### src/rtl/somador_sequencial.sv
// Sequential slice-serial adder/subtractor. Adds FATIA bits per clock,
// LSB slice first, and publishes Soma/Cout/Overflow only on completion.
module somador_sequencial #(
  parameter int LARGURA = 16,
  parameter int FATIA   = 4
) (
  input  logic               clk,
  input  logic               rst_n,
  input  logic               inicio,
  input  logic               sub,
  input  logic [LARGURA-1:0] A,
  input  logic [LARGURA-1:0] B,
  input  logic               Cin,
  output logic [LARGURA-1:0] Soma,
  output logic               Cout,
  output logic               Overflow,
  output logic               ocupado,
  output logic               pronto
);

  localparam int NFAT = LARGURA / FATIA;
  localparam int CW   = (NFAT > 1) ? $clog2(NFAT) : 1;

  localparam logic [0:0]    OCIOSO  = 1'b0;
  localparam logic [0:0]    SOMANDO = 1'b1;
  localparam logic [CW-1:0] ULTIMA  = CW'(NFAT - 1);

  // State and datapath registers
  logic [0:0]         estado_q, estado_d;
  logic [CW-1:0]      cnt_q, cnt_d;
  logic [LARGURA-1:0] a_q, a_d;       // operand A, shifted right one slice per step
  logic [LARGURA-1:0] b_q, b_d;       // conditionally inverted B, shifted likewise
  logic               carry_q, carry_d;
  logic [LARGURA-1:0] parc_q, parc_d; // partial result, filled from the top down
  logic [LARGURA-1:0] soma_q, soma_d;
  logic               cout_q, cout_d;
  logic               ovf_q, ovf_d;
  logic               pronto_q, pronto_d;

  // Slice datapath: the current slice always sits in the low FATIA bits
  logic [FATIA-1:0]   a_sl, b_sl;
  logic [FATIA:0]     fsum;
  logic [LARGURA-1:0] parc_nxt;
  logic               c_msb;

  assign a_sl     = a_q[FATIA-1:0];
  assign b_sl     = b_q[FATIA-1:0];
  assign fsum     = {1'b0, a_sl} + {1'b0, b_sl} + {{FATIA{1'b0}}, carry_q};
  // New slice enters at the top; after NFAT steps slice 0 has reached bit 0.
  assign parc_nxt = LARGURA'({fsum[FATIA-1:0], parc_q} >> FATIA);
  // Carry into the MSB recovered from the MSB sum bit; only meaningful on the last slice.
  assign c_msb    = a_sl[FATIA-1] ^ b_sl[FATIA-1] ^ fsum[FATIA-1];

  // Next-state logic: sample operands in OCIOSO, one slice per cycle in SOMANDO
  always_comb begin
    estado_d = estado_q;
    cnt_d    = cnt_q;
    a_d      = a_q;
    b_d      = b_q;
    carry_d  = carry_q;
    parc_d   = parc_q;
    soma_d   = soma_q;
    cout_d   = cout_q;
    ovf_d    = ovf_q;
    pronto_d = 1'b0;
    case (estado_q)
      OCIOSO: begin
        if (inicio) begin
          // The mode is folded into the inverted operand and carry, so it
          // needs no register of its own once sampled.
          a_d      = A;
          b_d      = B ^ {LARGURA{sub}};
          carry_d  = Cin ^ sub;
          cnt_d    = '0;
          parc_d   = '0;
          estado_d = SOMANDO;
        end
      end
      default: begin
        a_d     = a_q >> FATIA;
        b_d     = b_q >> FATIA;
        carry_d = fsum[FATIA];
        parc_d  = parc_nxt;
        if (cnt_q == ULTIMA) begin
          soma_d   = parc_nxt;
          cout_d   = fsum[FATIA];
          ovf_d    = c_msb ^ fsum[FATIA];
          pronto_d = 1'b1;
          cnt_d    = '0;
          estado_d = OCIOSO;
        end else begin
          cnt_d = cnt_q + CW'(1);
        end
      end
    endcase
  end

  // Register update with asynchronous clear of every flop
  always_ff @(posedge clk or negedge rst_n) begin
    if (!rst_n) begin
      estado_q <= OCIOSO;
      cnt_q    <= '0;
      a_q      <= '0;
      b_q      <= '0;
      carry_q  <= 1'b0;
      parc_q   <= '0;
      soma_q   <= '0;
      cout_q   <= 1'b0;
      ovf_q    <= 1'b0;
      pronto_q <= 1'b0;
    end else begin
      estado_q <= estado_d;
      cnt_q    <= cnt_d;
      a_q      <= a_d;
      b_q      <= b_d;
      carry_q  <= carry_d;
      parc_q   <= parc_d;
      soma_q   <= soma_d;
      cout_q   <= cout_d;
      ovf_q    <= ovf_d;
      pronto_q <= pronto_d;
    end
  end

  assign Soma     = soma_q;
  assign Cout     = cout_q;
  assign Overflow = ovf_q;
  assign pronto   = pronto_q;
  assign ocupado  = (estado_q == SOMANDO);

endmodule

### config.mk
export PLATFORM = sky130hd
export DESIGN_NAME = somador_sequencial
export DESIGN_NICKNAME = d
export VERILOG_FILES = /design/src/rtl/somador_sequencial.sv
export SDC_FILE = /design/constraint.sdc
export NUM_CORES = 1
export LEC_CHECK = 0
export CAP_MARGIN = 0
export CORE_ASPECT_RATIO = 0.7
export CORE_UTILIZATION = 52
export CTS_CLUSTER_DIAMETER = 30
export DETAILED_ROUTE_END_ITERATION = 8
export PLACE_DENSITY = 0.84
export SYNTH_ARGS = -nofsm -noshare
export SYNTH_HDL_FRONTEND = slang
export SYNTH_SLANG_ARGS = --single-unit
### constraint.sdc
create_clock -name clk -period 2.63 [get_ports clk]
set_clock_uncertainty 0.15 [all_clocks]
set_input_delay 0.526 -clock clk [delete_from_list [all_inputs] [get_ports clk]]
set_output_delay 0.526 -clock clk [all_outputs]
set_load 0.02 [all_outputs]
# Yosys cells after proc, flatten, opt, wreduce, memory -nomap -nowiden
# Index checks and enable logic that the tools add are counted.
[totals]
regBits = 71
inputBits = 37
out_inout_bits = 20
wordCells = 37
[op_classes]
addsub = 3
eq_ne = 1
muxes = 16
bitwise = 5
n_reduce_logical = 2
[op_table]
columns = ["cell", "count"]
rows = [
  ["2-to-1 mux 16 bit", 6],
  ["XOR 16 bit", 1],
  ["2-to-1 mux 1 bit", 7],
  ["2-to-1 mux 2 bit", 3],
  ["adder 4 x 4 -> 5 bit", 1],
  ["adder 5 x 1 -> 5 bit", 1],
  ["XOR 1 bit", 4],
  ["adder 2 x 1 -> 2 bit (second input constant)", 1],
  ["== test 2 bit (second input constant)", 1],
  ["AND reduction 2 bit", 1],
  ["nonzero test 2 bit", 1],
]

# Logic depth before layout (Yosys ltp)
# Gate-level depths: netlist of run 1.
[depth]
depth_word = 4
ltp_mapped = 6
mapped_depth_nobuf = 6

# Worst setup path before layout of run 1
# Ideal clock, no wire load.
[synth_path]
path_type = "flip-flop to flip-flop"
start = "register a_q[0]"
end = "register ovf_q (netlist: Overflow)"
setup_ns = 0.124
t_arrival_ns = 1.777
t_required_ns = 2.356
setup_slack_ns = 0.579
path_stages_with_launch = 7
path_buffers = 0
synth_period_minus_slack_ns = 2.051
cell_sequence = "dfrtp_1 -> fa_1 -> fa_1 -> a21o_1 -> a21oi_2 -> xnor2_1 -> o21ai_1"
[synth_via]
elab_chain_cells = 4
[synth_lines]
columns = ["item", "line_no", "text"]
rows = [
  ["start, declared", "31", "logic [LARGURA-1:0] a_q, a_d;"],
  ["start signal, assigned", "103", "a_q <= '0;"],
  ["start signal, assigned", "114", "a_q <= a_d;"],
  ["adder 4 x 4 -> 5 bit *", "48", "assign fsum = {1'b0, a_sl} + {1'b0, b_sl} + {{FATIA{1'b0}}, carry_q};"],
  ["adder 5 x 1 -> 5 bit *", "48", ""],
  ["XOR 1 bit", "52", "assign c_msb = a_sl[FATIA-1] ^ b_sl[FATIA-1] ^ fsum[FATIA-1];"],
  ["XOR 1 bit *", "87", "ovf_d = c_msb ^ fsum[FATIA];"],
  ["end signal, assigned", "120", "ovf_q <= ovf_d;"],
  ["end, declared", "37", "logic ovf_q, ovf_d;"],
]
# Every way passes the cells marked *; elsewhere a longest branch is shown, timed or not.
# A chain may end at the register's enable or synchronous reset.

# Final worst setup path of run 1
# Ends and elaborated chain as after synthesis.

==> qor.yml, run 1 <==
floorplanning:
  die_h_um: 66.03
  rows: 22
  die_area_mm2: 0.006172
  core-area_mm2: 0.005450
  die_w_um: 93.47
  ioPinCount: 57
  start_util_pct: 55.88
power:
  p_comb_share_pct: 38.2
  p_total_w: 0.004203
  p_sw_w: 0.001443
  vdd_drop_max_mv: 0.7830
  pwr-share-seq_pct: 40.1
  internal_power_w: 0.002760
  power_per_cell_area_mw_per_mm2: 1084
  power.leakage_nw: 1.763
  clockPowerShare_pct: 21.6
  swShare_pct: 34.33
critical_path:
  path_max_fanout: 3
  arrival_ns: 2.26
  crit_type: "register to register"
  r2r_setup_slack_ns: 0.44
  crit-reg2reg-launch: "a_q[0]$_DFFE_PN0P_"
  required_ns: 2.70
  critical-path-slowest-cell: "fa_1"
  critPathCaptureType: "register"
  crit_buf_inv: 0
  critPathTopFamily: "adder cells"
  cp_cell_sequence: "fa_1 -> fa_1 -> a21o_1 -> a21oi_2 -> xnor2_1 -> o21ai_1"
  startpoint: "a_q[0]$_DFFE_PN0P_"
  slowest_delay_ns: 0.47
  path_common_cell: "fa_1"
  startpoint_type: "register"
global_routing:
  grt_pass1_wl_um: 10050
  grtUsageTotal_pct: 22.15
  grt_start_max_net_pins: 80
  globalRouteOverflowTotal: 0
  antenna_found_initial: 0
  grt_pass1_vias: 2036
synth:
  syn_avg_cell_area_um2: 11.11
  synth_cell_type_count: 24
  synth-seq-cells: 67
  yosys.area.top_type: "dfrtp_1"
  synth_cells: 274
  synth.top_cells.by_area: "dfrtp_1 (55%), o21ai_0 (7.4%), mux2i_1 (6.2%)"
  syn_area_mm2: 0.003045
  yosys_warnings: 0
  synth_top_area_share_pct: 55.05
  synth_nets: 317
  ys_seq_area_share_pct: 55.05
detailed_routing:
  drt_iter0_markers: 117
  dr_total_vias: 2132
  drt-pass1-iter-count: 4
  drc_errors: 0
  final_antenna_net_count: 0
  routed_wl_um: 6065
  wl_per_cell_um: 14.90
  avgViaCountPerCell: 5.238
timing:
  fin_crit_ns: 2.190
  maxSlewHeadroom_pct: 53.92
  rsz0062_at_grt: "no"
  tightest_slew_ns: 0.6912
  setup_viol: 0
  finalCritPeriodShare_pct: 83.29
  whs_ns: 0.3359
  max_freq_ghz: 0.4565
  final-hold-violation-count: 0
  slew_viol_final: 0
  fin_tns_setup_ns: 0
clocking:
  cts_root_buffer: "clkbuf_8"
  post_cts_buffers: 0
  cts_buffers: 9
  cts.path.max_buffers: 2
  post_cts_resized: 0
  cts_hold_buf: 1
  clock-sinks: 67
  cts_tree: "done"
  clock_latency_ns: 0.34
  htreeDepth: 3
  clk_pin_slew_ns: 0.07
hold_path:
  holdCritStartpoint: "b_q[13]$_DFFE_PN0P_"
  hold_path.class: "register to register"
run_status:
  outcome: "finished, final reports clean"
placed_design:
  gp_congestion: 0.7911
  dpl.hpwl_um: 4214
  io_buffers: 56
final_layout:
  drive_gt1_share_pct: 12.84
  diodes: 0
  syn_to_final_growth_pct: 27.36
  nets: 373
run:
  maxCapViolCount: 0
logic make-up (layout without fill, tap and decap cells):
family                     count (synthesis)  in the layout  share of synthesized area (%)
AOI/OAI and AO/OA                         60             60                          11.59
xor gates and xnor gates                  20             20                          5.752
DFF                                       67             67                          55.05
buffers and inverters                     21             82                          3.820
muxes                                     34             34                          11.91
adders and majority gates                  6              6                          2.958
and+or+nand+nor                           66             66                          8.916
power groups by stage:
| stage | registers [W] | logic (W) | clock network, W |
|---|---|---|---|
| floorplan | 0.00180 | 0.000910 | 0 |
| global placement | 0.00168 | 0.00154 | 0 |
| detailed placement | 0.00171 | 0.00161 | 0 |
| CTS | 0.00169 | 0.00162 | 0.000921 |
| global route | 0.00173 | 0.00175 | 0.000976 |
| finish | 0.00169 | 0.00161 | 0.000910 |
Yosys cell counts:
cell type	instances
a21o_1	2
buf_2	15
ha_1	4
buf_8	1
dfrtp_1	67
mux2_4	1
a22o_1	5
a21oi_2	1
fa_1	2
o21ai_1	1
clkbuf_1	3
mux2_2	14
inv_1	1
xnor2_1	20
mux2i_1	19
nor2_1	10
nand2b_1	8
nor3b_1	1
a21o_2	1
nand2_1	47
o21ai_0	45
buf_6	1
a211oi_1	4
a21oi_4	1
worst reg2reg max path, cell delays in order, from the launching register on:
cell and delay, ns:
dfrtp_1 0.40, fa_1 0.47, fa_1 0.43, a21o_1 0.21
a21oi_2 0.19, xnor2_1 0.14, o21ai_1 0.07
worst paths after layout:
kind,end,cells past startpoint
max,Overflow$_DFFE_PN0P_,6
min,b_q[9]$_DFFE_PN0P_,2
max reg2reg,Overflow$_DFFE_PN0P_,6
min reg2reg,b_q[9]$_DFFE_PN0P_,2
max in group asynchronous,parc_q[12]$_DFFE_PN0P_,3
min in group asynchronous,Soma[15]$_DFFE_PN0P_,2
metal layers:
metal / routed length, um / track usage [%]
met2: 2818 / 33.55
met1: 2879 / 30.00
met5: 0 / 0
met3: 324 / 7.816
met4: 43 / 6.923
registers in the layout (all words and copies together) (netlist names), 2 cells and up:
register	cells
b_q	16
a_q	16
cnt_q	2
Soma	16
parc_q	12
final cells by class:
cell class | count | area (um^2)
sequential | 67 | 1678
fill | 396 | 1572
multi-input combinational | 186 | 1252
timing repair buffer | 65 | 645.6
clock buffer | 11 | 131.4
tap | 72 | 90.09
clock inverter | 5 | 77.57
inverter | 1 | 3.754
metrics by stage:
stage	util, %	cells	setup slack (ns)	area (um^2)
floorplan	-	274	0.5792	3045
global placement	67.15	390	0.5236	3660
detailed placement	67.15	390	0.4433	3660
CTS	71.17	407	0.4390	3879
global route	71.17	407	0.3759	3879
finish	71.17	407	0.4395	3879
placed cells by master (no fill, tap or decap), drive strengths merged, types with 5 or more instances in the layout:
cell type / count
mux2i: 19
buf: 10
nand2: 47
clkdlybuf4s50: 54
nand2b: 8
mux2: 15
xnor2: 20
nor2: 10
dfrtp: 67
o21ai: 46
a22o: 5
clkbuf: 11
(Power assumes the default switching activity.)
==> inputs of run 2 (changes only) <==
==> constraint.sdc (replaced) <==
create_clock -name clk -period 2.1 [get_ports clk]
set_clock_uncertainty 0.15 [all_clocks]
set_input_delay 0.42 -clock clk [delete_from_list [all_inputs] [get_ports clk]]
set_output_delay 0.42 -clock clk [all_outputs]
set_load 0.02 [all_outputs]
==> run 2 against run 1 <==
Via count fell by 1.4%. Worst hold slack barely moved. First-iteration DRC count is 6.0% lower. Clock-buffer cell count decreased by 1. Non-clock buffer count increased by 5. Register-to-register slack got worse by 0.40 ns. Maximum frequency increased by 6.5%. Critical path depth is the same. Worst setup slack got worse by 0.40 ns. Critical path type unchanged.
==> qor.yml, run 2 (synthesis results as in run 1) <==
detailed_routing:
  drc_errors: 0  # unchanged
  drt-pass1-iter-count: 4  # unchanged
  routed_wl_um: 5781  # was 6065 um
  drt_iter0_markers: 110  # was 117
  dr_total_vias: 2103  # was 2132
  avgViaCountPerCell: 5.104  # was 5.238
  final_antenna_net_count: 0  # unchanged
  wl_per_cell_um: 14.03  # was 14.90 um
power:
  power_per_cell_area_mw_per_mm2: 1354  # was 1084 mW/mm^2
  vdd_drop_max_mv: 0.8465  # was 0.7830 mV
  power.leakage_nw: 1.788  # was 1.763 nW
critical_path:
  path_common_cell: "fa_2"  # was fa_1
  startpoint_type: "register"  # unchanged
  critPathCaptureType: "register"  # unchanged
  critical-path-slowest-cell: "fa_2"  # was fa_1
  crit_type: "register to register"  # unchanged
  critPathTopFamily: "adder cells"  # unchanged
  crit_buf_inv: 0  # unchanged
  slowest_delay_ns: 0.42  # was 0.47 ns
  path_max_fanout: 2  # was 3
  arrival_ns: 2.13  # was 2.26 ns
  cp_cell_sequence: "fa_2 -> fa_2 -> a21o_1 -> a21oi_2 -> xnor2_1 -> o21ai_1"  # was fa_1 -> fa_1 -> a21o_1 -> a21oi_2 -> xnor2_1 -> o21ai_1
  required_ns: 2.17  # was 2.70 ns
floorplanning:
  start_util_pct: 55.88  # unchanged
  ioPinCount: 57  # unchanged
  die_w_um: 93.47  # unchanged
  die_area_mm2: 0.006172  # unchanged
  die_h_um: 66.03  # unchanged
  core-area_mm2: 0.005450  # unchanged
  rows: 22  # unchanged
global_routing:
  antenna_found_initial: 0  # unchanged
  globalRouteOverflowTotal: 0  # unchanged
  grtUsageTotal_pct: 20.87  # was 22.15%
  grt_pass1_vias: 2007  # was 2036
  grt_pass1_wl_um: 9604  # was 10050 um
  grt_start_max_net_pins: 68  # was 80
placed_design:
  dpl.hpwl_um: 4032  # was 4214 um
  dp_cells: 393  # was 390
  gp_congestion: 0.7848  # was 0.7911
  place_ws_ns: -0.05817  # was 0.4433 ns
  io_buffers: 56  # unchanged
clocking:
  htreeDepth: 3  # unchanged
  clock_latency_ns: 0.34  # about the same
  clock-sinks: 67  # unchanged
  cts_tree: "done"  # unchanged
  cts_root_buffer: "clkbuf_8"  # unchanged
  clk_pin_slew_ns: 0.08  # was 0.07 ns
  cts.path.max_buffers: 2  # unchanged
  cts_buffers: 9  # unchanged
timing:
  maxSlewHeadroom_pct: 70.02  # was 53.92%
  finalCritPeriodShare_pct: 97.96  # was 83.29%
  fin_ws_ns: 0.04289  # was 0.4395 ns
  fin_crit_ns: 2.057  # was 2.190 ns
  max_freq_ghz: 0.4861  # was 0.4565 GHz
  setup_viol: 0  # unchanged
  tightest_slew_ns: 0.4481  # was 0.6912 ns
  final-hold-violation-count: 0  # unchanged
  slew_viol_final: 0  # unchanged
run:
  maxCapViolCount: 0  # unchanged
final_layout:
  nFillCells: 390  # was 396
  stdcell_count: 412  # was 407
  layout_common_cells: "dfrtp_1 (66), clkdlybuf4s50_1 (54), nand2_1 (47), o21ai_0 (45), xnor2_1 (20)"  # unchanged
  final_common_cell: "dfrtp_1"  # unchanged
  syn_to_final_growth_pct: 29.33  # was 27.36%
  drive_gt1_share_pct: 15.29  # was 12.84%
  diodes: 0  # unchanged
  nets: 378  # was 373
run_status:
  outcome: "finished, final reports clean"  # unchanged
hold_path:
  hold_path.class: "register to register"  # unchanged
run 2: area by class of cell:
cell class | count | area [um^2] | share of cell area (%)
clock inverters | 6 | 88.84 | 2.255
multi-input cells | 186 | 1257 | 31.93
clock buffers | 10 | 137.6 | 3.494
inverters | 1 | 3.754 | 0.09530
repair buffers | 70 | 683.2 | 17.34
well taps | 72 | 90.09 | 2.287
flip-flops and latches | 67 | 1678 | 42.60
run 2: tightest hold or removal path: cells and delay by family (launching register included):
kind               cells  cell delay [ns]
DFF                    1             0.34
and+or+nand+nor        1             0.05
AOI/OAI and AO/OA      1             0.06
run 2: stage by stage:
| stage | area (um^2) | hold slack (ns) | util (%) | setup TNS, ns | total power [W] |
|---|---|---|---|---|---|
| floorplan | 3045 | -0.02559 | - | 0 | 0.003389 |
| detailed placement | 3682 | 0.3134 | 67.56 | -0.05817 | 0.004141 |
| global placement | 3682 | 0.3073 | 67.56 | 0 | 0.004051 |
| CTS | 3929 | 0.3358 | 72.08 | 0 | 0.005352 |
| global route | 3939 | 0.3701 | 72.27 | -0.005356 | 0.005690 |
| finish | 3939 | 0.3356 | 72.27 | 0 | 0.005333 |
run 2: path summary, 6_finish.rpt:
check	startpoint	endpoint	slack, ns	cells past startpoint
worst max register to register	carry_q$_DFFE_PN0P_	Overflow$_DFFE_PN0P_	0.04	6
worst min register to register	a_q[7]$_DFFE_PN0P_	a_q[3]$_DFFE_PN0P_	0.34	2
max in group asynchronous	rst_n	ocupado$_DFF_PN0_	1.04	3
worst max-delay path	carry_q$_DFFE_PN0P_	Overflow$_DFFE_PN0P_	0.04	6
worst min-delay path	a_q[7]$_DFFE_PN0P_	a_q[3]$_DFFE_PN0P_	0.34	2
min in group asynchronous	rst_n	Overflow$_DFFE_PN0P_	0.48	3
run 2: power breakdown:
group | switching (W) | internal, W
clock | 0.000478 | 0.000700
sequential | 0.000309 | 0.00181
combinational | 0.00101 | 0.00104
run 2: layer usage:
layer  vias to the layer above  global-route usage, %  share of wire [%]
met2                        43                  31.71                 45
met4                         0                  7.308                1.3
met1                      1003                  28.77                 48
li1                       1048                      -                  -
met5                         -                      0                  0
met3                         9                  6.092                5.4
run 2: timing repair:
item,CTS,global route
pin swaps,1,3
resized for setup,1,1
hold buffers,1,0
setup buffers,1,1
endpoints found under the hold margin,67,0
setup endpoints to repair,1,3
